`src/rtl/spi_slave.sv`:
```
// SPI target with synchronised sclk/ss_n/mosi, all four CPOL/CPHA modes,
// a one-entry TX holding buffer and a per-frame RX done tick.
module spi_slave #(
  parameter int unsigned DATA_W      = 8,
  parameter int unsigned SYNC_STAGES = 2
) (
  input  logic              clk_i,
  input  logic              reset_i,
  input  logic              cpol_i,
  input  logic              cpha_i,
  input  logic [DATA_W-1:0] din_i,
  input  logic              wr_i,
  output logic              tx_ready_o,
  output logic [DATA_W-1:0] dout_o,
  output logic              rx_done_o,
  output logic              underrun_o,
  input  logic              sclk_i,
  input  logic              ss_n_i,
  input  logic              mosi_i,
  output logic              miso_o,
  output logic              miso_oe_o
);

  localparam int unsigned CntW = $clog2(DATA_W + 1);

  typedef enum logic [1:0] {StIdle, StLoad, StXfer} state_e;

  state_e state_q, state_d;

  logic [SYNC_STAGES-1:0] sclk_sync_q, ss_n_sync_q, mosi_sync_q;
  logic                   sclk_prev_q, ss_n_prev_q;
  logic                   sclk_s, ss_n_s, mosi_s;

  logic              cpol_q, cpha_q;
  logic [DATA_W-1:0] buf_q;
  logic              buf_full_q;
  logic [DATA_W-1:0] shift_tx_q, shift_rx_q;
  logic [CntW-1:0]   bit_cnt_q;
  logic              done_q;
  logic [DATA_W-1:0] dout_q;
  logic              rx_done_q, underrun_q;

  logic sclk_rise, sclk_fall, lead_edge, trail_edge, sample_edge, shift_edge;
  logic ss_fall, load_en, deliver, wr_acc;

  assign sclk_s = sclk_sync_q[SYNC_STAGES-1];
  assign ss_n_s = ss_n_sync_q[SYNC_STAGES-1];
  assign mosi_s = mosi_sync_q[SYNC_STAGES-1];

  assign sclk_rise   = ~sclk_prev_q & sclk_s;
  assign sclk_fall   = sclk_prev_q & ~sclk_s;
  assign lead_edge   = cpol_q ? sclk_fall : sclk_rise;
  assign trail_edge  = cpol_q ? sclk_rise : sclk_fall;
  assign sample_edge = cpha_q ? trail_edge : lead_edge;
  assign shift_edge  = cpha_q ? lead_edge : trail_edge;

  // Sync chain resets low, so a select already held low across reset never looks like a fall.
  assign ss_fall = ss_n_prev_q & ~ss_n_s;
  assign wr_acc  = wr_i & ~buf_full_q;

  always_comb begin
    state_d = state_q;
    load_en = 1'b0;
    deliver = 1'b0;
    unique case (state_q)
      StIdle: begin
        if (ss_fall) begin
          state_d = StLoad;
        end
      end
      StLoad: begin
        if (ss_n_s) begin
          state_d = StIdle;
        end else begin
          load_en = 1'b1;
          state_d = StXfer;
        end
      end
      StXfer: begin
        if (done_q) begin
          deliver = 1'b1;
          state_d = ss_n_s ? StIdle : StLoad;
        end else if (ss_n_s) begin
          state_d = StIdle;
        end
      end
      default: state_d = StIdle;
    endcase
  end

  always_ff @(posedge clk_i) begin
    if (reset_i) begin
      state_q     <= StIdle;
      sclk_sync_q <= '0;
      ss_n_sync_q <= '0;
      mosi_sync_q <= '0;
      sclk_prev_q <= 1'b0;
      ss_n_prev_q <= 1'b0;
      cpol_q      <= 1'b0;
      cpha_q      <= 1'b0;
      buf_q       <= '0;
      buf_full_q  <= 1'b0;
      shift_tx_q  <= '0;
      shift_rx_q  <= '0;
      bit_cnt_q   <= '0;
      done_q      <= 1'b0;
      dout_q      <= '0;
      rx_done_q   <= 1'b0;
      underrun_q  <= 1'b0;
    end else begin
      state_q     <= state_d;
      sclk_sync_q <= {sclk_sync_q[SYNC_STAGES-2:0], sclk_i};
      ss_n_sync_q <= {ss_n_sync_q[SYNC_STAGES-2:0], ss_n_i};
      mosi_sync_q <= {mosi_sync_q[SYNC_STAGES-2:0], mosi_i};
      sclk_prev_q <= sclk_s;
      ss_n_prev_q <= ss_n_s;
      rx_done_q   <= 1'b0;
      underrun_q  <= 1'b0;

      if (state_q == StIdle && ss_fall) begin
        cpol_q <= cpol_i;
        cpha_q <= cpha_i;
      end

      if (load_en) begin
        shift_tx_q <= buf_full_q ? buf_q : '0;
        underrun_q <= ~buf_full_q;
        buf_full_q <= 1'b0;
        bit_cnt_q  <= '0;
        done_q     <= 1'b0;
      end else if (state_q == StXfer && !done_q) begin
        if (sample_edge) begin
          shift_rx_q <= {shift_rx_q[DATA_W-2:0], mosi_s};
          bit_cnt_q  <= bit_cnt_q + CntW'(1);
          if (bit_cnt_q == CntW'(DATA_W - 1)) begin
            done_q <= 1'b1;
          end
        end
        // A shift edge before any sample belongs to the previous frame (cpha=0)
        // or presents the MSB (cpha=1); either way shift_tx must hold.
        if (shift_edge && bit_cnt_q != '0) begin
          shift_tx_q <= {shift_tx_q[DATA_W-2:0], 1'b0};
        end
      end

      if (deliver) begin
        dout_q    <= shift_rx_q;
        rx_done_q <= 1'b1;
        done_q    <= 1'b0;
      end

      // Written after the LOAD clear so a same-cycle write lands in the emptied buffer.
      if (wr_acc) begin
        buf_q      <= din_i;
        buf_full_q <= 1'b1;
      end
    end
  end

  assign tx_ready_o = ~buf_full_q;
  assign dout_o     = dout_q;
  assign rx_done_o  = rx_done_q;
  assign underrun_o = underrun_q;
  assign miso_o     = (state_q == StXfer) & shift_tx_q[DATA_W-1];
  assign miso_oe_o  = (state_q != StIdle);

endmodule

```
`config.mk`:
```
export PLATFORM = sky130hd
export DESIGN_NAME = spi_slave
export DESIGN_NICKNAME = d
export VERILOG_FILES = /design/src/rtl/spi_slave.sv
export SDC_FILE = /design/constraint.sdc
export NUM_CORES = 1
export LEC_CHECK = 0
export CORE_ASPECT_RATIO = 1.4
export CORE_MARGIN = 3
export CORE_UTILIZATION = 48
export CTS_CLUSTER_DIAMETER = 150
export DETAILED_ROUTE_END_ITERATION = 7
export PLACE_DENSITY = 0.85
export SLEW_MARGIN = 20
export SYNTH_ARGS = -nofsm -noshare
export SYNTH_HDL_FRONTEND = slang
export SYNTH_SLANG_ARGS = --single-unit
```
`constraint.sdc`:
```
create_clock -name clk_i -period 1.6 [get_ports clk_i]
set_input_delay 0.24 -clock clk_i [delete_from_list [all_inputs] [get_ports clk_i]]
set_output_delay 0.24 -clock clk_i [all_outputs]
set_load 0.03 [all_outputs]
```
# ---- Yosys cells after proc, flatten, opt, wreduce, memory -nomap -nowiden
# Cells that the tools add are included.
dict set report op_classes {
  add_sub_neg 1
  multipliers 0
  div_mod_pow 0
  magnitude_cmp 0
  n_eq_ne 5
  n_shift 0
  n_mux 21
  bitwise_logic 10
  n_reduce_logical 18
}
# operator count
set op_table {}
lappend op_table {{2-to-1 mux 8 bit} 4}
lappend op_table {{2-to-1 mux 1 bit} 12}
lappend op_table {{2-to-1 mux 2 bit} 4}
lappend op_table {{nonzero test 2 bit} 4}
lappend op_table {{case mux 2 bit (3 select lines)} 1}
lappend op_table {{AND reduction 2 bit} 3}
lappend op_table {{AND reduction 3 bit} 2}
lappend op_table {{AND 1 bit} 5}
lappend op_table {{NOT 1 bit} 5}
lappend op_table {{adder 4 x 1 -> 4 bit, second input constant} 1}
lappend op_table {{equality test 4 x 3 -> 1 bit, second input constant} 1}
lappend op_table {{nonzero test 4 bit} 1}
lappend op_table {{OR reduction 2 bit} 2}
lappend op_table {{logical AND 1 bit} 3}
lappend op_table {{!= test 3 bit, second input constant} 1}
lappend op_table {{OR reduction 3 bit} 1}
lappend op_table {{equality test 2 x 1 -> 1 bit, second input constant} 1}
lappend op_table {{equality test 2 bit, second input constant} 1}
lappend op_table {{zero test 2 bit} 1}
lappend op_table {{!= test 2 bit, second input constant} 1}
lappend op_table {{zero test 1 bit} 1}
dict set report totals {
  ff_bits 52
  latch_bits 0
  mem_bits_rw 0
  romBits 0
  inputBits 16
  output_inout_bits 13
  wordCells 72
  mem_count 0
}

# ---- Depth between registers and ports, before layout
dict set report logic_depth {
  ltp_word 8
  ltp_mapped 6
  ltp_nobuf 6
}

# ---- Worst setup path before layout
# Ideal clock, no wire load.
dict set report synth_path {
  kind {register to register}
  start {register state_q[1]}
  end {register bit_cnt_q[3]}
  setup_ns 0.070
  t_arrival_ns 1.417
  required_ns 1.530
  setup_slack_ns 0.113
  path_stages_with_launch 5
  path_buffers 0
  synth_period_minus_slack_ns 1.487
  cell_sequence {dfxtp_1 > inv_2 > or3_4 > or4_1 > a21oi_1}
}
dict set report synth_via {
  elab_chain_len 3
  word_cells_on_any_way 6
  cone_classes {2 x eq/ne; 1 x mux; 3 x reduce/logical}
}
# element line_no
set synth_rtl {}
lappend synth_rtl {{from (decl)} 28} ;# state_e state_q, state_d;
lappend synth_rtl {{from (signal assigned)} 93} ;# state_q <= StIdle;
lappend synth_rtl {{from (signal assigned)} 111} ;# state_q <= state_d;
lappend synth_rtl {{equality test 2 x 1 -> 1 bit / equality test 2 bit (equally long branches)} {65, 131}}
lappend synth_rtl {{2-to-1 mux 1 bit / logical AND 1 bit (equally long branches)} {65, 131}}
lappend synth_rtl {{OR reduction 2 bit (no line) / AND reduction 2 bit (equally long branches)} -}
lappend synth_rtl {{to (signal assigned)} 134} ;# bit_cnt_q <= bit_cnt_q + CntW'(1);
lappend synth_rtl {{to (decl)} 38} ;# logic [CntW-1:0] bit_cnt_q;
# Parallel ways exist; a longest one is shown, timed or not.
# A chain may end at the register's enable or synchronous reset.

# ---- Final worst setup path
dict set report layout_path {
  start {register dout_q[7], in the netlist dout_o[7]}
  end {output dout_o[7]}
}
# element line_no
set layout_rtl {}
lappend layout_rtl {{from (decl)} 40} ;# logic [DATA_W-1:0] dout_q;
lappend layout_rtl {{from (signal assigned)} 147} ;# dout_q <= shift_rx_q;
lappend layout_rtl {{to (decl)} 14} ;# output logic [DATA_W-1:0] dout_o,
# No word-level cell between the ends.

==> key figures <==
Die
  – Chip Height: about 84 um
  – Initial Util: between 50% and 60%
  – Die W: 61.4 um
  – Cell row count: 27
  – Core ar.: just over 4000 sq um
  – Die area: 5130 sq um
  – I/O Pins: 29

Detailed routing
  – Final ANT Viol Nets: 0
  – DRT Pass-1 Iters: 4
  – Routed Wire Length: 4220 um
  – Post-DR wirelength/cell: 13.5 um
  – DRC viols: 0
  – Via count: 1744
  – DRT iter0 DRCs: 77
  – Post-DR vias/cell: 5.57

Global routing
  – Vias in the first global route: 1705
  – Global-route wire length before repair: just over 7000 um
  – Pin count of the biggest net entering global routing: 31
  – Total gr overflow: 0
  – GR Util All Layers: 17.5%
  – Initial antenna violation count: 0

Placed design
  – Final GP Congestion: 0.808
  – Post-DP HPWL: 2850 um
  – Port Buffer Count: 28
  – Post-DP Area: 2460 sq um

STA
  – Setup-failing EPs final: 0
  – Setup total negative slack: 0 ns
  – Final min period: 1.54 ns
  – Final Max Tran Viols: 0
  – Worst slew pin tran: 0.553 ns
  – Fmax: 0.649 GHz
  – Period utilisation layout: 96.3%
  – Max-slew headroom: between 60% and 70%
  – Clk_skew: 0.0160 ns
  – Final hold viol count: 0

Power
  – Static leakage: roughly 1.2 nW
  – Worst VDD drop: around 0.72 mV
  – PwrDens: 865 nW/um^2

Synth
  – Cells after Synth: 232
  – Cell area after synthesis: 2060 sq um
  – Synth warn: 0
  – Synth unique cells: 34
  – Post-Syn Area per Cell: a little under 9 sq um
  – Post-synth EDFFs: 0
  – Mux cell area share after synthesis: around 6.8%
  – Post-synth net total: 250
  – Predominant post-synthesis flop cell: dfxtp_1
  – Fraction of registers with async set/reset: 0%
  – Simple-gate portion of the synthesized area: 23.9%
  – Sequential area share after synthesis: 50.4%
  – Synth Area in XOR/XNOR: 0.848%
  – Post-Synth Adder-Cell Area: 1.21%
  – Largest family of logic cells by synthesized area: simple AND/OR/NAND/NOR gates
  – Register bit total from synthesis: 52
  – Synth Area in Compound Gates: between 10% and 20%

Final layout
  – Nets: 287
  – Commonest non-fill, non-tap cell in the layout: dfxtp_1
  – Finished Cell Area: 2600 sq um
  – Number of diodes: 0
  – Most frequent cells in the layout: 49 x dfxtp_1, 25 x nand2_1, 22 x a21oi_1
  – Synth-to-layout area growth: 25.9%
  – Fraction of layout cells with a size suffix above 1: roughly 14%
  – Post-layout util: 64.1%

Setup path
  – Reg2reg start: cpha_q
  – CP max stage cell: clkdlybuf4s50_1
  – Critical path buffers and inverters: 1
  – Crit-path max cell delay: approximately 0.66 ns
  – Setup crit end kind: primary output
  – Reg2Reg Setup Slack: 0.08 ns
  – CP Launch Type: flop
  – Cell family with most CP delay: buffers and inverters
  – Critical R2R Capture: bit_cnt_q[3]
  – R2R depth: 5
  – WP data required: 1.36 ns
  – Crit Path Class: flop to primary output
  – Arr. time, crit path: 1.30 ns
  – Worst-path fanout max: 2
  – Worst-path cell chain: clkdlybuf4s50_1

Clock network
  – CTS clk-pin slew, worst paths: 0.11 ns
  – Root Buffer: clkbuf_8
  – Skew-Pair Late Insertion Delay: 0.32 ns
  – CTS max path bufs: 2
  – CTS Buf Count: 5
  – H-tree levels: 2
  – Resize count post-CTS: 3
  – CTS tree: yes
  – Post-CTS setup buffers: 0
  – CTS Hold Buffers Added: 0
  – CTS Sinks: 52

Hold path
  – Hold/Removal Path Class: flop to flop
  – Hold path depth: 1
  – Hold EP: mosi_sync_q[1]
  – Min-Delay Startpoint: mosi_sync_q[0]

Run
  – Number of max-cap violations: 0

Run status
  – Outcome: complete, no violations
-- Yosys cell counts, types with 4 or more instances --
| cell | instances | area share, % |
|---|---|---|
| dfxtp_1 | 52 | 50 |
| nor2_1 | 15 | 2.7 |
| o21ai_0 | 11 | 2.7 |
| nand4_1 | 9 | 2.7 |
| inv_1 | 4 | 0.73 |
| nand2_1 | 25 | 4.5 |
| a21oi_1 | 22 | 5.3 |
| nand3_1 | 19 | 4.6 |
| mux2i_1 | 14 | 6.8 |
| o211ai_1 | 7 | 2.5 |
| nand2b_1 | 4 | 1.2 |
| clkbuf_1 | 10 | 1.8 |
| nor2b_1 | 12 | 3.6 |
-- through the flow --
| stage | power (W) | hold WS, ns | worst slack (ns) | cells |
|---|---|---|---|---|
| after detailed placement | 0.00152 | 0.428 | -0.0736 | 305 |
| after global placement | 0.00152 | 0.417 | -0.0318 | 305 |
| after floorplan | 0.00144 | 0.368 | 0.113 | 232 |
| after global routing | 0.00233 | 0.463 | -0.0266 | 313 |
| after CTS | 0.00226 | 0.444 | 0.00348 | 313 |
| final | 0.00225 | 0.441 | 0.0595 | 313 |
-- kinds of logic (layout without fill, tap and decap cells) --
logic type,after synthesis,in the layout
simple gates,96,96
compound gates,48,48
flops,52,52
mux,14,14
buf+inv,18,56
xor+xnor,2,2
fa+ha+maj,2,2
-- layout make-up --
type                       count  area [sq um]
clock buffer                   5          68.8
inverter                       5          18.8
fill                         337          1450
clock inverter                 3          21.3
tap                           43          53.8
multi-input combinational    162           983
timing repair buffer          43           407
sequential                    52          1050
-- sequential cells by signal, indices dropped and copies added, names as in the netlist, 4 cells and up --
signal and cells:
buf_q 8, shift_tx_q 8, dout_o 8, shift_rx_q 8, bit_cnt_q 4
-- where the power goes --
| part | leakage [nW] | internal (W) | total, W | switching [W] |
|---|---|---|---|---|
| Combinational | 0.709 | 0.0000788 | 0.000163 | 0.0000838 |
| Clock | 0.0445 | 0.000311 | 0.000757 | 0.000446 |
| Sequential | 0.424 | 0.00132 | 0.00133 | 0.0000126 |
| Total | 1.18 | 0.00171 | 0.00225 | 0.000543 |
-- how the worst max path moves through the flow --
stage	from	cells past startpoint	end	slack (ns)
floorplan	state_q[1]	4	bit_cnt_q[3]	0.11
global placement	reset_i	4	shift_tx_q[2]	-0.03
detailed placement	reset_i	4	shift_tx_q[5]	-0.07
CTS	dout_o[2]	1	dout_o[2]	0.003
global route	sclk_prev_q	5	bit_cnt_q[3]	-0.03
finish	dout_o[7]	1	dout_o[7]	0.06
-- per-layer routing --
metal	vias up	global-route usage [%]	share of wire [%]
li1	883	-	-
met1	823	19.7	43
met2	32	30.0	51
met3	6	3.87	4.1
met4	0	7.92	1.9
met5	-	0	0
(Power assumes the default switching activity.)
